File: src/rtl/phy_rx_flow_ctrl.sv
`default_nettype none
// ============================================================================
// Module      : phy_rx_flow_ctrl
// Description : Threshold flagging, upstream pause and round-robin egress
//               scheduling for the four PHY RX lane FIFOs.
//               Optional macro PHY_RX_PROG_UMBRAL_EN enables programmable
//               thresholds in INIT.
// Revision    : 1.0 - initial release
// ============================================================================
module phy_rx_flow_ctrl #(
    parameter int NUM_LANES = 4,
    parameter int ADDR_W    = 3
) (
    input  logic                            clk_f,
    input  logic                            reset,
    input  logic                            init,
    input  logic [ADDR_W:0]                 umbral_hi_in,
    input  logic [ADDR_W:0]                 umbral_lo_in,
    input  logic [NUM_LANES*(ADDR_W+1)-1:0] fifo_count,
    input  logic [NUM_LANES-1:0]            fifo_empty,
    input  logic [NUM_LANES-1:0]            fifo_full,
    input  logic [NUM_LANES-1:0]            fifo_push,
    input  logic                            egress_ready,
    output logic [NUM_LANES-1:0]            fifo_pop,
    output logic [1:0]                      egress_sel,
    output logic                            egress_valid,
    output logic [NUM_LANES-1:0]            almost_full,
    output logic [NUM_LANES-1:0]            almost_empty,
    output logic                            pause,
    output logic [ADDR_W:0]                 umbral_hi,
    output logic [ADDR_W:0]                 umbral_lo,
    output logic [4:0]                      state,
    output logic                            idle_out,
    output logic                            error_out
);

    localparam int CW = ADDR_W + 1;
    localparam logic [CW-1:0] C_HI_RST = CW'(6);
    localparam logic [CW-1:0] C_LO_RST = CW'(1);

    typedef enum logic [4:0] {
        S_RESET  = 5'b00001,
        S_INIT   = 5'b00010,
        S_IDLE   = 5'b00100,
        S_ACTIVE = 5'b01000,
        S_ERROR  = 5'b10000
    } state_t;

    state_t                 r_state;
    state_t                 w_state_nxt;
    logic [1:0]             r_rr_ptr;
    logic [1:0]             r_sel;
    logic                   r_valid;
    logic [NUM_LANES-1:0]   r_af;
    logic [NUM_LANES-1:0]   r_ae;
    logic [NUM_LANES-1:0]   w_af_nxt;
    logic [NUM_LANES-1:0]   w_ae_nxt;
    logic [NUM_LANES-1:0]   w_pop;
    logic                   w_grant;
    logic [1:0]             w_grant_idx;
    logic                   w_overflow;

    assign w_overflow = |(fifo_push & fifo_full);

`ifdef PHY_RX_PROG_UMBRAL_EN
    localparam logic [CW-1:0] C_DEPTH = CW'(1 << ADDR_W);

    logic [CW-1:0] r_umbral_hi;
    logic [CW-1:0] r_umbral_lo;
    logic          w_cand_ok;

    assign w_cand_ok = (umbral_lo_in != '0) && (umbral_lo_in < umbral_hi_in)
                       && (umbral_hi_in <= C_DEPTH);

    always_ff @(posedge clk_f) begin
        if (reset) begin
            r_umbral_hi <= C_HI_RST;
            r_umbral_lo <= C_LO_RST;
        end else if (r_state == S_INIT && init && w_cand_ok) begin
            r_umbral_hi <= umbral_hi_in;
            r_umbral_lo <= umbral_lo_in;
        end
    end

    assign umbral_hi = r_umbral_hi;
    assign umbral_lo = r_umbral_lo;
`else
    logic w_unused_umbral;
    assign w_unused_umbral = ^{umbral_hi_in, umbral_lo_in};
    assign umbral_hi       = C_HI_RST;
    assign umbral_lo       = C_LO_RST;
`endif

    // Search starts one past the last grant; k == NUM_LANES wraps to the pointer itself.
    always_comb begin
        logic [1:0] cand;
        w_grant     = 1'b0;
        w_grant_idx = r_rr_ptr;
        w_pop       = '0;
        cand        = r_rr_ptr;
        if (r_state == S_ACTIVE && egress_ready) begin
            for (int k = 1; k <= NUM_LANES; k++) begin
                cand = r_rr_ptr + 2'(k);
                if (!w_grant && !fifo_empty[cand]) begin
                    w_grant     = 1'b1;
                    w_grant_idx = cand;
                end
            end
        end
        if (w_grant) begin
            w_pop[w_grant_idx] = 1'b1;
        end
    end

    always_comb begin
        w_state_nxt = r_state;
        unique case (r_state)
            S_RESET:  w_state_nxt = S_INIT;
            S_INIT:   w_state_nxt = init ? S_INIT : S_IDLE;
            S_IDLE: begin
                if (init) begin
                    w_state_nxt = S_INIT;
                end else if (!(&fifo_empty)) begin
                    w_state_nxt = S_ACTIVE;
                end
            end
            S_ACTIVE: begin
                if ((&fifo_empty) && !w_grant) begin
                    w_state_nxt = S_IDLE;
                end
            end
            S_ERROR:  w_state_nxt = S_ERROR;
            default:  w_state_nxt = S_ERROR;
        endcase
        if (w_overflow && r_state != S_RESET) begin
            w_state_nxt = S_ERROR;
        end
    end

    for (genvar i = 0; i < NUM_LANES; i++) begin : g_flags
        assign w_af_nxt[i] = fifo_count[i*CW +: CW] >= umbral_hi;
        assign w_ae_nxt[i] = fifo_count[i*CW +: CW] <= umbral_lo;
    end

    always_ff @(posedge clk_f) begin
        if (reset) begin
            r_state  <= S_RESET;
            r_rr_ptr <= 2'd3;
            r_sel    <= 2'd0;
            r_valid  <= 1'b0;
            r_af     <= '0;
            r_ae     <= '0;
        end else begin
            r_state <= w_state_nxt;
            r_valid <= w_grant;
            if (w_grant) begin
                r_rr_ptr <= w_grant_idx;
                r_sel    <= w_grant_idx;
            end
            if (r_state != S_RESET) begin
                r_af <= w_af_nxt;
                r_ae <= w_ae_nxt;
            end
        end
    end

    // Selection follows a live grant, otherwise holds the last lane for the read-latency cycle.
    assign fifo_pop     = w_pop;
    assign egress_sel   = w_grant ? w_grant_idx : r_sel;
    assign egress_valid = r_valid;
    assign almost_full  = r_af;
    assign almost_empty = r_ae;
    assign pause        = (r_state == S_ERROR) || (|r_af);
    assign state        = r_state;
    assign idle_out     = (r_state == S_IDLE);
    assign error_out    = (r_state == S_ERROR);

endmodule
`default_nettype wire

File: config.mk
export PLATFORM = sky130hd
export DESIGN_NAME = phy_rx_flow_ctrl
export DESIGN_NICKNAME = d
export VERILOG_FILES = /design/src/rtl/phy_rx_flow_ctrl.sv
export SDC_FILE = /design/constraint.sdc
export NUM_CORES = 1
export LEC_CHECK = 0
export ABC_AREA = 1
export BUFFER_PORTS_ARGS = -buffer_cell sky130_fd_sc_hd__clkbuf_2
export CAP_MARGIN = 10
export CORE_MARGIN = 2
export CORE_UTILIZATION = 46
export DETAILED_ROUTE_END_ITERATION = 8
export GPL_TIMING_DRIVEN = 0
export PLACE_DENSITY = 0.85
export SYNTH_ARGS = -nofsm -noshare
export SYNTH_HDL_FRONTEND = slang
export SYNTH_SLANG_ARGS = --single-unit
File: constraint.sdc
create_clock -name clk_f -period 4 [get_ports clk_f]
set_input_delay 0.8 -clock clk_f [delete_from_list [all_inputs] [get_ports clk_f]]
set_output_delay 0.8 -clock clk_f [all_outputs]
set_load 0.005 [all_outputs]
==> impl_metrics.tcl, run 1 <==
set metrics [dict create \
    grt_pass1_vias 968 \
    max_freq_ghz 0.3710 \
    r2r_cells 5 \
    skew_ps 3.232 \
    ys_warn_count 0 \
    place.gp.congestion 0.8760 \
    outcome "finished clean" \
    fillers 251 \
    post-cts-setup-buffer-count 0 \
    io_buffers 49 \
    routedWlPerCell_microns 10.47 \
    area_growth_pct 27.78 \
    ant_nets 0 \
    hold_viol_final 0 \
    placed_cell_area_sq_mm 0.001485 \
    final-max-slew-violation-count 0 \
    drt_iter0_drc 17 \
    antenna_found_initial 0 \
    clockRootBuffer "clkbuf_4" \
    postSynthAreaPerCell_sq_um 7.151 \
    fp.dieW_microns 54.65 \
    dieArea_sq_mm 0.002986 \
    dp_hpwl_microns 2168 \
    numCtsBuffers 3 \
    holdPathEnd "r_sel[1]$_SDFF_PP0_" \
    cts.sinks 18 \
    route.detailed.drc 0 \
    wl_microns 2648 \
    cts_max_level 1 \
    diodes 0 \
    cts_buffer_depth 2 \
    tritoncts "built" \
    ys_ff_latch 18 \
    worst_r2r_endpoint "state[2]$_SDFFE_PP0P_" \
    crit_chain "clkbuf_2 -> nand2_1 -> nand2_2 -> nand2_4 -> nand2_2 -> nand3_2 -> nand2_1 -> nand2_1 -> nand2_2 -> nand2_2 -> nand2_1 -> a21oi_1 -> clkbuf_2" \
    coreArea_sq_mm 0.002455 \
    rsz0062_at_grt "no" \
    drive_gt1_share_pct 41.70 \
    hold_ws_ps 494.6 \
    first_pass_iters 4 \
    nets 265 \
    cp_slowest_stage_delay_ps 130 \
    yosysSeqAreaShare_pct 30.54 \
    final.min_clock_period_ps 2695 \
    period_share_pct 67.39 \
    num_vias 1224 \
    leakagePower_nw 0.7931 \
    worst-endpoint-arrival_ps 1900 \
    clk_pin_slew_worst_paths_ps 90 \
    cp-end-kind "output pin" \
    grt_pass1_wl_microns 4015 \
    p_per_area_mw_per_mm2 239.1 \
    cp_max_fo 4 \
    rows 18 \
    grt_usage_pct 18.65 \
    cp.required_ps 3200 \
    startpoint_type "input port" \
    post_drt_via_cell_ratio 4.838 \
    cts_resized 0 \
    synthCells 165 \
    grt_max_degree 11 \
    clk_latency_ps 300 \
    start_util_pct 48.06 \
    finalSetupViolCount 0 \
    multi_input_area_sq_um 671.9 \
    seq_area_sq_um 360.3 \
    r2r-start "state[3]$_SDFFE_PP0P_" \
    ios 71 \
    die_h_microns 54.65 \
    cp_slowest_cell "a21oi_1" \
    rrSetupSlack_ps 2530 \
    finalSetupTns_ps 0 \
    synth.distinct_cells 30 \
    crit_type "input port to output pin" \
    ctsHoldBuffers 0 \
    finalInstanceArea_sq_mm 0.001508 \
    min_path_type "register to register" \
    hold_path_depth 2 \
    hp-start "r_sel[1]$_SDFF_PP0_" \
    drv_cap 0 \
    overflow 0 \
    vdd_drop_max_mv 0.1730 \
    netlist_area_sq_mm 0.001180 \
]
## cell usage after synthesis
library cell  number  area share [%]
nand2_1           25             8.0
nor2_1            19             6.0
dfxtp_1           18              31
inv_1             16             5.1
nand2_2           14             7.4
a21oi_1           10             4.2
o21ai_0            9             3.8
buf_4              8             5.1
nand3_1            7             3.0
nand3_2            5             4.2
nand4_1            4             2.1
nor3_1             4             1.7
a211oi_1           3             1.9
nor2_4             3             2.9
a21oi_2            2             1.5
a22o_1             2             1.5
buf_6              2             1.9
conb_1             2            0.64
a21boi_0           1            0.64
buf_2              1            0.42
clkbuf_1           1            0.32
clkinv_1           1            0.32
inv_2              1            0.32
inv_8              1            0.95
nand2_4            1            0.95
nand3b_1           1            0.64
nand4_4            1             1.8
nor2_2             1            0.53
nor4_1             1            0.53
nor4_2             1             1.1
## state kept, by name (all words and copies together), names as in the netlist
name          cells
egress_valid      1
state             5
almost_empty      4
r_rr_ptr          2
r_sel             2
almost_full       4
## routing by layer
layer	vias to the layer above	part of all wire, %	track usage [%]
li1	645	-	-
met1	543	44	24.46
met2	31	48	29.37
met3	5	5.5	3.279
met4	0	1.7	8.750
met5	-	0	0
## worst max-delay path, delay by kind of cell
kind	cells	cell delay, ps
and+or+nand+nor	10	730
AOI/OAI and AO/OA	1	130
buffers and inverters	2	230
## power breakdown
group	switching [W]	internal, W
registers	0.00000662	0.000188
clock network	0.0000549	0.0000351
logic	0.0000401	0.0000361
## layout by cell type, fill, tap and decap left out, drive strengths merged, types with 8 or more instances in the layout
cell,count
a21oi,12
buf,11
clkbuf,53
conb,8
dfxtp,18
inv,18
nand2,40
nand3,12
nor2,23
o21ai,9
## cells by family (layout without fill, tap and decap cells)
group | after synthesis | count (layout) | share of synthesized area [%]
compound gates | 27 | 27 | 13.57
buf+inv | 31 | 83 | 14.42
flops | 18 | 18 | 30.54
other cells | 2 | 8 | 0.6365
simple gates | 87 | 87 | 40.83
## layout make-up
cell class | instances | share of cell area (%)
Buffer | 12 | 6.058
Clock buffer | 3 | 1.494
Inverter | 19 | 5.228
Multi-Input combinational cell | 122 | 44.56
Sequential cell | 18 | 23.90
Tap cell | 30 | 2.490
Timing Repair Buffer | 49 | 16.27
## worst max-delay path by stage
stage | start | to | cells past startpoint
floorplan | fifo_empty[0] | fifo_pop[0] | 11
global placement | fifo_empty[0] | fifo_pop[3] | 13
detailed placement | fifo_empty[0] | fifo_pop[0] | 12
CTS | fifo_empty[0] | fifo_pop[0] | 13
global route | fifo_empty[0] | fifo_pop[0] | 12
finish | fifo_empty[0] | fifo_pop[0] | 13
## through the flow
stage / total power [W] / util [%] / setup slack [ps] / instances
2_1_floorplan: 0.0002414 / - / 1610 / 171
3_3_place_gp: 0.0002721 / 60.50 / 1323 / 250
4_1_cts: 0.0003658 / 61.42 / 1289 / 253
6_report: 0.0003605 / 61.42 / 1305 / 253
3_5_place_dp: 0.0002736 / 60.50 / 1288 / 250
5_1_grt: 0.0003800 / 61.42 / 1147 / 253
No activity file was read; power rests on OpenSTA's default activity.
==> run 2: changes to the inputs <==
Settings changed: CORE_UTILIZATION 46 to 39, PLACE_DENSITY 0.85 to 0.77.
Clock period 4 ns to 2.3 ns, I/O delays scaled along.
==> impl_metrics.tcl, run 2 (synthesis results as in run 1) <==
set metrics [dict create \
    hold_viol_final 0 \
    drv_cap 0 \
    crit_chain "buf_6 -> inv_8 -> nand2_2 -> nand2_4 -> nand3_4 -> nand2_4 -> nand3_2 -> nand2_2 -> nand2_1 -> nand2_2 -> nand3_4 -> a21oi_2 -> buf_2" \
    start_util_pct 42.06 \
    fillers 242 \
    clk_pin_slew_worst_paths_ps 100 \
    period_share_pct 99.94 \
    setup_ws_ps 1.322 \
    crit_path_frequent_cell "nand2_2" \
    ctsHoldBuffers 0 \
    cp_slowest_cell "dfxtp_2" \
    post_drt_via_cell_ratio 4.886 \
    switchingPower_w 0.0001799 \
    startpoint_type "register" \
    antenna_found_initial 0 \
    crit_type "register to output pin" \
    coreArea_sq_mm 0.002805 \
    wl_microns 3038 \
    hp-start "reset" \
    skew_ps 4.925 \
    numCtsBuffers 3 \
    rsz0062_at_grt "yes" \
    hold_path_depth 2 \
    max_freq_ghz 0.4350 \
    nets 273 \
    cp_max_fo 8 \
    dp_slack_ps 255.7 \
    place.gp.congestion 0.8263 \
    drive_gt1_share_pct 53.02 \
    finalSetupViolCount 0 \
    power_frac_seq_pct 50.4 \
    path_delay_family "simple AND/OR/NAND/NOR gates" \
    route.detailed.drc 0 \
    ant_nets 0 \
    cp-end-kind "output pin" \
    clk_latency_ps 290 \
    cts_buffer_depth 2 \
    r2r-start "r_rr_ptr[0]$_SDFFE_PP1P_" \
    placed_cells 251 \
    die_h_microns 59.01 \
    dieArea_sq_mm 0.003482 \
    num_vias 1285 \
    grt_max_degree 11 \
    grt_usage_pct 14.85 \
    layout_common_cells "clkbuf_2, nor2_1, nand2_1" \
    cp.required_ps 1840 \
    cts_max_level 1 \
    power.internal_w 0.0004884 \
    vdd_drop_max_mv 0.3341 \
    crit_buf_inv 3 \
    p_total_w 0.0006683 \
    r2r_cells 13 \
    worst_r2r_endpoint "r_rr_ptr[0]$_SDFFE_PP1P_" \
    final-max-slew-violation-count 0 \
    final_common_cell "clkbuf_2" \
    grt_pass1_vias 969 \
    tritoncts "built" \
    ios 71 \
    seq_area_sq_um 366.6 \
    leakagePower_nw 0.8735 \
    first_pass_iters 4 \
    min_path_type "input port to register" \
    diodes 0 \
    io_buffers 49 \
    area_growth_pct 46.66 \
    clockRootBuffer "clkbuf_4" \
    dp_hpwl_microns 2103 \
    cts.sinks 18 \
    p_clk_share_pct 28.4 \
    outcome "finished clean" \
    fp.dieW_microns 59.01 \
    p_per_area_mw_per_mm2 386.2 \
    finalNonFillerCells 263 \
    rows 19 \
    rrSetupSlack_ps 750 \
    worst-endpoint-arrival_ps 1840 \
    grt_pass1_wl_microns 4022 \
    largest_reg_flops 5 \
    routedWlPerCell_microns 11.55 \
    overflow 0 \
    finalSetupTns_ps 0 \
    holdPathEnd "r_sel[0]$_SDFF_PP0_" \
    drt_iter0_drc 31 \
    cp_slowest_stage_delay_ps 330 \
    multi_input_area_sq_um 805.8 \
    swShare_pct 26.92 \
    final.min_clock_period_ps 2299 \
    p_comb_share_pct 21.3 \
]
==> run 2: how the worst max path moves through the flow <==
stage	startpoint	to	slack (ps)	cells after the start
floorplan	r_rr_ptr[0]$_SDFFE_PP1P_	fifo_pop[0]	570	12
CTS	state[0]$_SDFFE_PP1P_	fifo_pop[3]	3	10
detailed placement	fifo_empty[0]	fifo_pop[3]	260	13
global placement	fifo_empty[0]	fifo_pop[3]	280	13
finish	r_rr_ptr[0]$_SDFFE_PP1P_	fifo_pop[1]	1	13
global route	r_rr_ptr[0]$_SDFFE_PP1P_	fifo_pop[0]	-110	14
==> run 2: layout make-up <==
type | count | area share, %
Inverter | 19 | 4.555
Multi-Input combinational cell | 122 | 46.57
Buffer | 12 | 5.278
Clock buffer | 4 | 2.097
Sequential cell | 18 | 21.19
Tap cell | 31 | 2.242
Timing Repair Buffer | 57 | 18.08
==> run 2: power groups by stage <==
stage / Combinational, W / Clock (W) / Sequential, W
2_1_floorplan: 0.0000749 / 0 / 0.000345
3_3_place_gp: 0.000129 / 0 / 0.000344
3_5_place_dp: 0.000131 / 0 / 0.000344
4_1_cts: 0.000132 / 0.000192 / 0.000338
5_1_grt: 0.000158 / 0.000209 / 0.000338
6_report: 0.000142 / 0.000190 / 0.000337
==> run 2: what timing repair did <==
action	in CTS	in global routing
setup buffers	0	8
pin swaps	0	10
gates cloned	0	0
gates resized for setup	1	42
setup endpoints to repair	1	6
==> run 2: routing by layer <==
metal | GRT usage (%) | routed length (microns)
met1 | 20.22 | 1252
met2 | 22.38 | 1581
met3 | 4.148 | 182
met4 | 5.519 | 21
met5 | 0 | 0
==> run 2: per-stage QoR <==
stage	hold slack [ps]	instance area, sq um	utilization (%)
6_report	352.5	1730	61.69
3_5_place_dp	481.7	1486	52.99
2_1_floorplan	459.7	1202	-
5_1_grt	349.6	1730	61.69
4_1_cts	349.5	1523	54.28
3_3_place_gp	469.7	1486	52.99
==> run 2: worst register-to-register path: stages, from the launching register on <==
cell     delay (ps)
dfxtp_2         330
buf_6           130
inv_8            80
nand2_2          60
nand2_4         100
nand3_4          80
nand2_4         100
nand3_2          70
nand2_2          90
nand2_1          70
nand2_2         120
nand2_4          80
buf_4           130
nand2_1          50
==> run 3: changes to the inputs <==
Settings changed: ABC_AREA 1 to default, CORE_MARGIN 2 to default, CORE_UTILIZATION 39 to 38, PLACE_DENSITY 0.77 to 0.76.
==> impl_metrics.tcl, run 3 <==
set metrics [dict create \
    cp_slowest_stage_delay_ps 580 \
    rows 19 \
    first_pass_iters 6 \
    placed_cells 226 \
    drive_gt1_share_pct 44.06 \
    synth_top_family_by_area "simple AND/OR/NAND/NOR gates" \
    yosys.area_share.simple_pct 33.77 \
    post_drt_via_cell_ratio 5.313 \
    cts_max_level 1 \
    synth.distinct_cells 52 \
    die_h_microns 56.89 \
    tritoncts "built" \
    crit_chain "or4b_4 -> nor3_4 -> nand4b_1 -> a21oi_1 -> clkbuf_2" \
    dp_hpwl_microns 2070 \
    start_util_pct 40.81 \
    grt_pass1_wl_microns 4671 \
    grt_usage_pct 18.10 \
    grt_pass1_vias 1118 \
    synthFlopType "dfxtp_1" \
    p_comb_share_pct 20.3 \
    netlist_area_sq_mm 0.001145 \
    worst-endpoint-arrival_ps 1930 \
    clockRootBuffer "clkbuf_4" \
    p_total_w 0.0006553 \
    cp.required_ps 1840 \
    overflow 0 \
    postSynthAreaPerCell_sq_um 8.236 \
    fillers 277 \
    rsz0062_at_grt "yes" \
    largest_reg_flops 5 \
    fp.dieW_microns 56.89 \
    use_met1_pct 24.61 \
    muxShareOfSynthArea_pct 0 \
    synth_edf_count 0 \
    power_frac_seq_pct 50.8 \
    wl_microns 2797 \
    synth-xor-area-share_pct 0.7650 \
    startpoint_type "register" \
    route.detailed.drc 6 \
    p_per_area_mw_per_mm2 418.3 \
    vdd_drop_max_mv 0.2883 \
    leakagePower_nw 0.6917 \
    finalSetupViolCount 6 \
    ios 71 \
    finalInstanceArea_sq_mm 0.001567 \
    outcome "finished with violations" \
    grt.met2_usage_pct 28.91 \
    cp_max_fo 5 \
    numCtsBuffers 3 \
    io_buffers 50 \
    coreArea_sq_mm 0.002805 \
    synthCells 139 \
    synth_largest_area_cell "dfxtp_1" \
    crit_type "register to output pin" \
    switchingPower_w 0.0001717 \
    antenna_found_initial 0 \
    final_common_cell "clkbuf_2" \
    cp_slowest_cell "or4b_4" \
    max_freq_ghz 0.4181 \
    min_path_type "input port to register" \
    p_clk_share_pct 28.9 \
    cp-end-kind "output pin" \
    met3_usage_pct 2.765 \
    final.min_clock_period_ps 2392 \
    place.gp.congestion 0.8881 \
    drt_iter0_drc 50 \
    synth_most_common_cell "dfxtp_1" \
    dieArea_sq_mm 0.003236 \
    drv_cap 0 \
    swShare_pct 26.21 \
    failed_checks "DRC, setup timing" \
    skew_ps 2.677 \
    cts_buffer_depth 2 \
    diodes 0 \
    layout_common_cells "clkbuf_2, dfxtp_1, buf_4" \
    ys_ff_latch 18 \
    num_vias 1238 \
    hold_viol_final 0 \
    synth.area.top_cells "dfxtp_1, buf_4, a211oi_1, a21oi_1, nand2_1" \
    ys_async_sr_fraction_pct 0 \
    synth_compound_area_share_pct 25.03 \
    ctsHoldBuffers 0 \
    power.internal_w 0.0004836 \
    yosysSeqAreaShare_pct 31.48 \
    synth_adder_area_share_pct 0 \
    setup_ws_ps -91.81 \
    cts.sinks 18 \
    period_share_pct 104.0 \
    gr-max-usage-layer "met2" \
    ys_warn_count 0 \
    synth_top_cells_by_count "dfxtp_1, nand2_1, nor2_1, a21oi_1, buf_4" \
    synth_top_area_share_pct 31.48 \
    ant_nets 0 \
    clk_latency_ps 280 \
    grt_max_degree 11 \
    area_growth_pct 36.83 \
    routedWlPerCell_microns 12.00 \
    clk_pin_slew_worst_paths_ps 100 \
    finalNonFillerCells 233 \
    nets 243 \
    final-max-slew-violation-count 0 \
    placed_cell_area_sq_mm 0.001456 \
]
run 3: changes by cell type after synthesis, sizes merged, moves of 5 or more:
| cell | previous run | this run |
|---|---|---|
| a211oi | 3 | 8 |
| inv | 18 | 1 |
| nand2 | 40 | 12 |
| nand3 | 12 | 1 |
| nor2 | 23 | 12 |
run 3: cell families after synthesis:
logic type	count (synthesis)
compound gates	40
xor+xnor	1
buf+inv	15
flops	18
other cells	2
simple gates	63
run 3: path summary, 6_finish.rpt:
path | from | end | slack, ps | cells after the start
max | state[2]$_SDFFE_PP0P_ | fifo_pop[2] | -90 | 5
min | fifo_count[13] | almost_empty[3]$_SDFFE_PP0P_ | 450 | 3
max reg2reg | state[2]$_SDFFE_PP0P_ | r_rr_ptr[0]$_SDFFE_PP1P_ | 470 | 6
min reg2reg | almost_empty[2]$_SDFFE_PP0P_ | almost_empty[2]$_SDFFE_PP0P_ | 460 | 2
run 3: per-layer routing:
layer  routed length, microns  vias up
met5                        0        -
met4                       22        0
met3                      181        2
met2                     1290       50
met1                     1303      553
li1                         -      633
run 3: timing repair:
item / in CTS / in global routing
resized for setup: 10 / 7
setup buffers: 4 / 1
pin swaps: 6 / 1
endpoints found under the setup margin: 6 / 7
endpoints found under the hold margin: 0 / 0
cloned: 0 / 0
run 3: area by class of cell:
class	count	area (sq um)	share of cell area [%]
multi-input cells	112	749.5	47.84
flip-flops and latches	18	372.9	23.80
repair buffers	55	287.8	18.37
plain buffers	12	77.57	4.952
well taps	31	38.79	2.476
clock buffers	4	36.28	2.316
inverters	1	3.754	0.2396
run 3: through the flow:
step | TNS, ps | setup WS, ps | hold WS, ps | utilization [%]
floorplan | 0 | 337.1 | 444.3 | -
global placement | 0 | 128.0 | 443.9 | 51.92
detailed placement | 0 | 109.1 | 448.3 | 51.92
CTS | -272.5 | -61.53 | 434.4 | 55.00
global route | -1138 | -227.9 | 430.2 | 55.84
finish | -333.2 | -91.81 | 446.1 | 55.84
run 3: power by group through the flow:
| stage | Clock, W | Sequential, W | Combinational (W) |
|---|---|---|---|
| after floorplan | 0 | 0.000342 | 0.0000702 |
| after global placement | 0 | 0.000343 | 0.000127 |
| after detailed placement | 0 | 0.000343 | 0.000128 |
| after CTS | 0.000198 | 0.000334 | 0.000132 |
| after global routing | 0.000210 | 0.000335 | 0.000149 |
| final | 0.000190 | 0.000333 | 0.000133 |
run 3: critical path, delay by kind of cell, from the launching register on:
kind	cells	cell delay, ps
simple gates	3	980
flops	1	370
compound gates	1	170
buf+inv	1	130
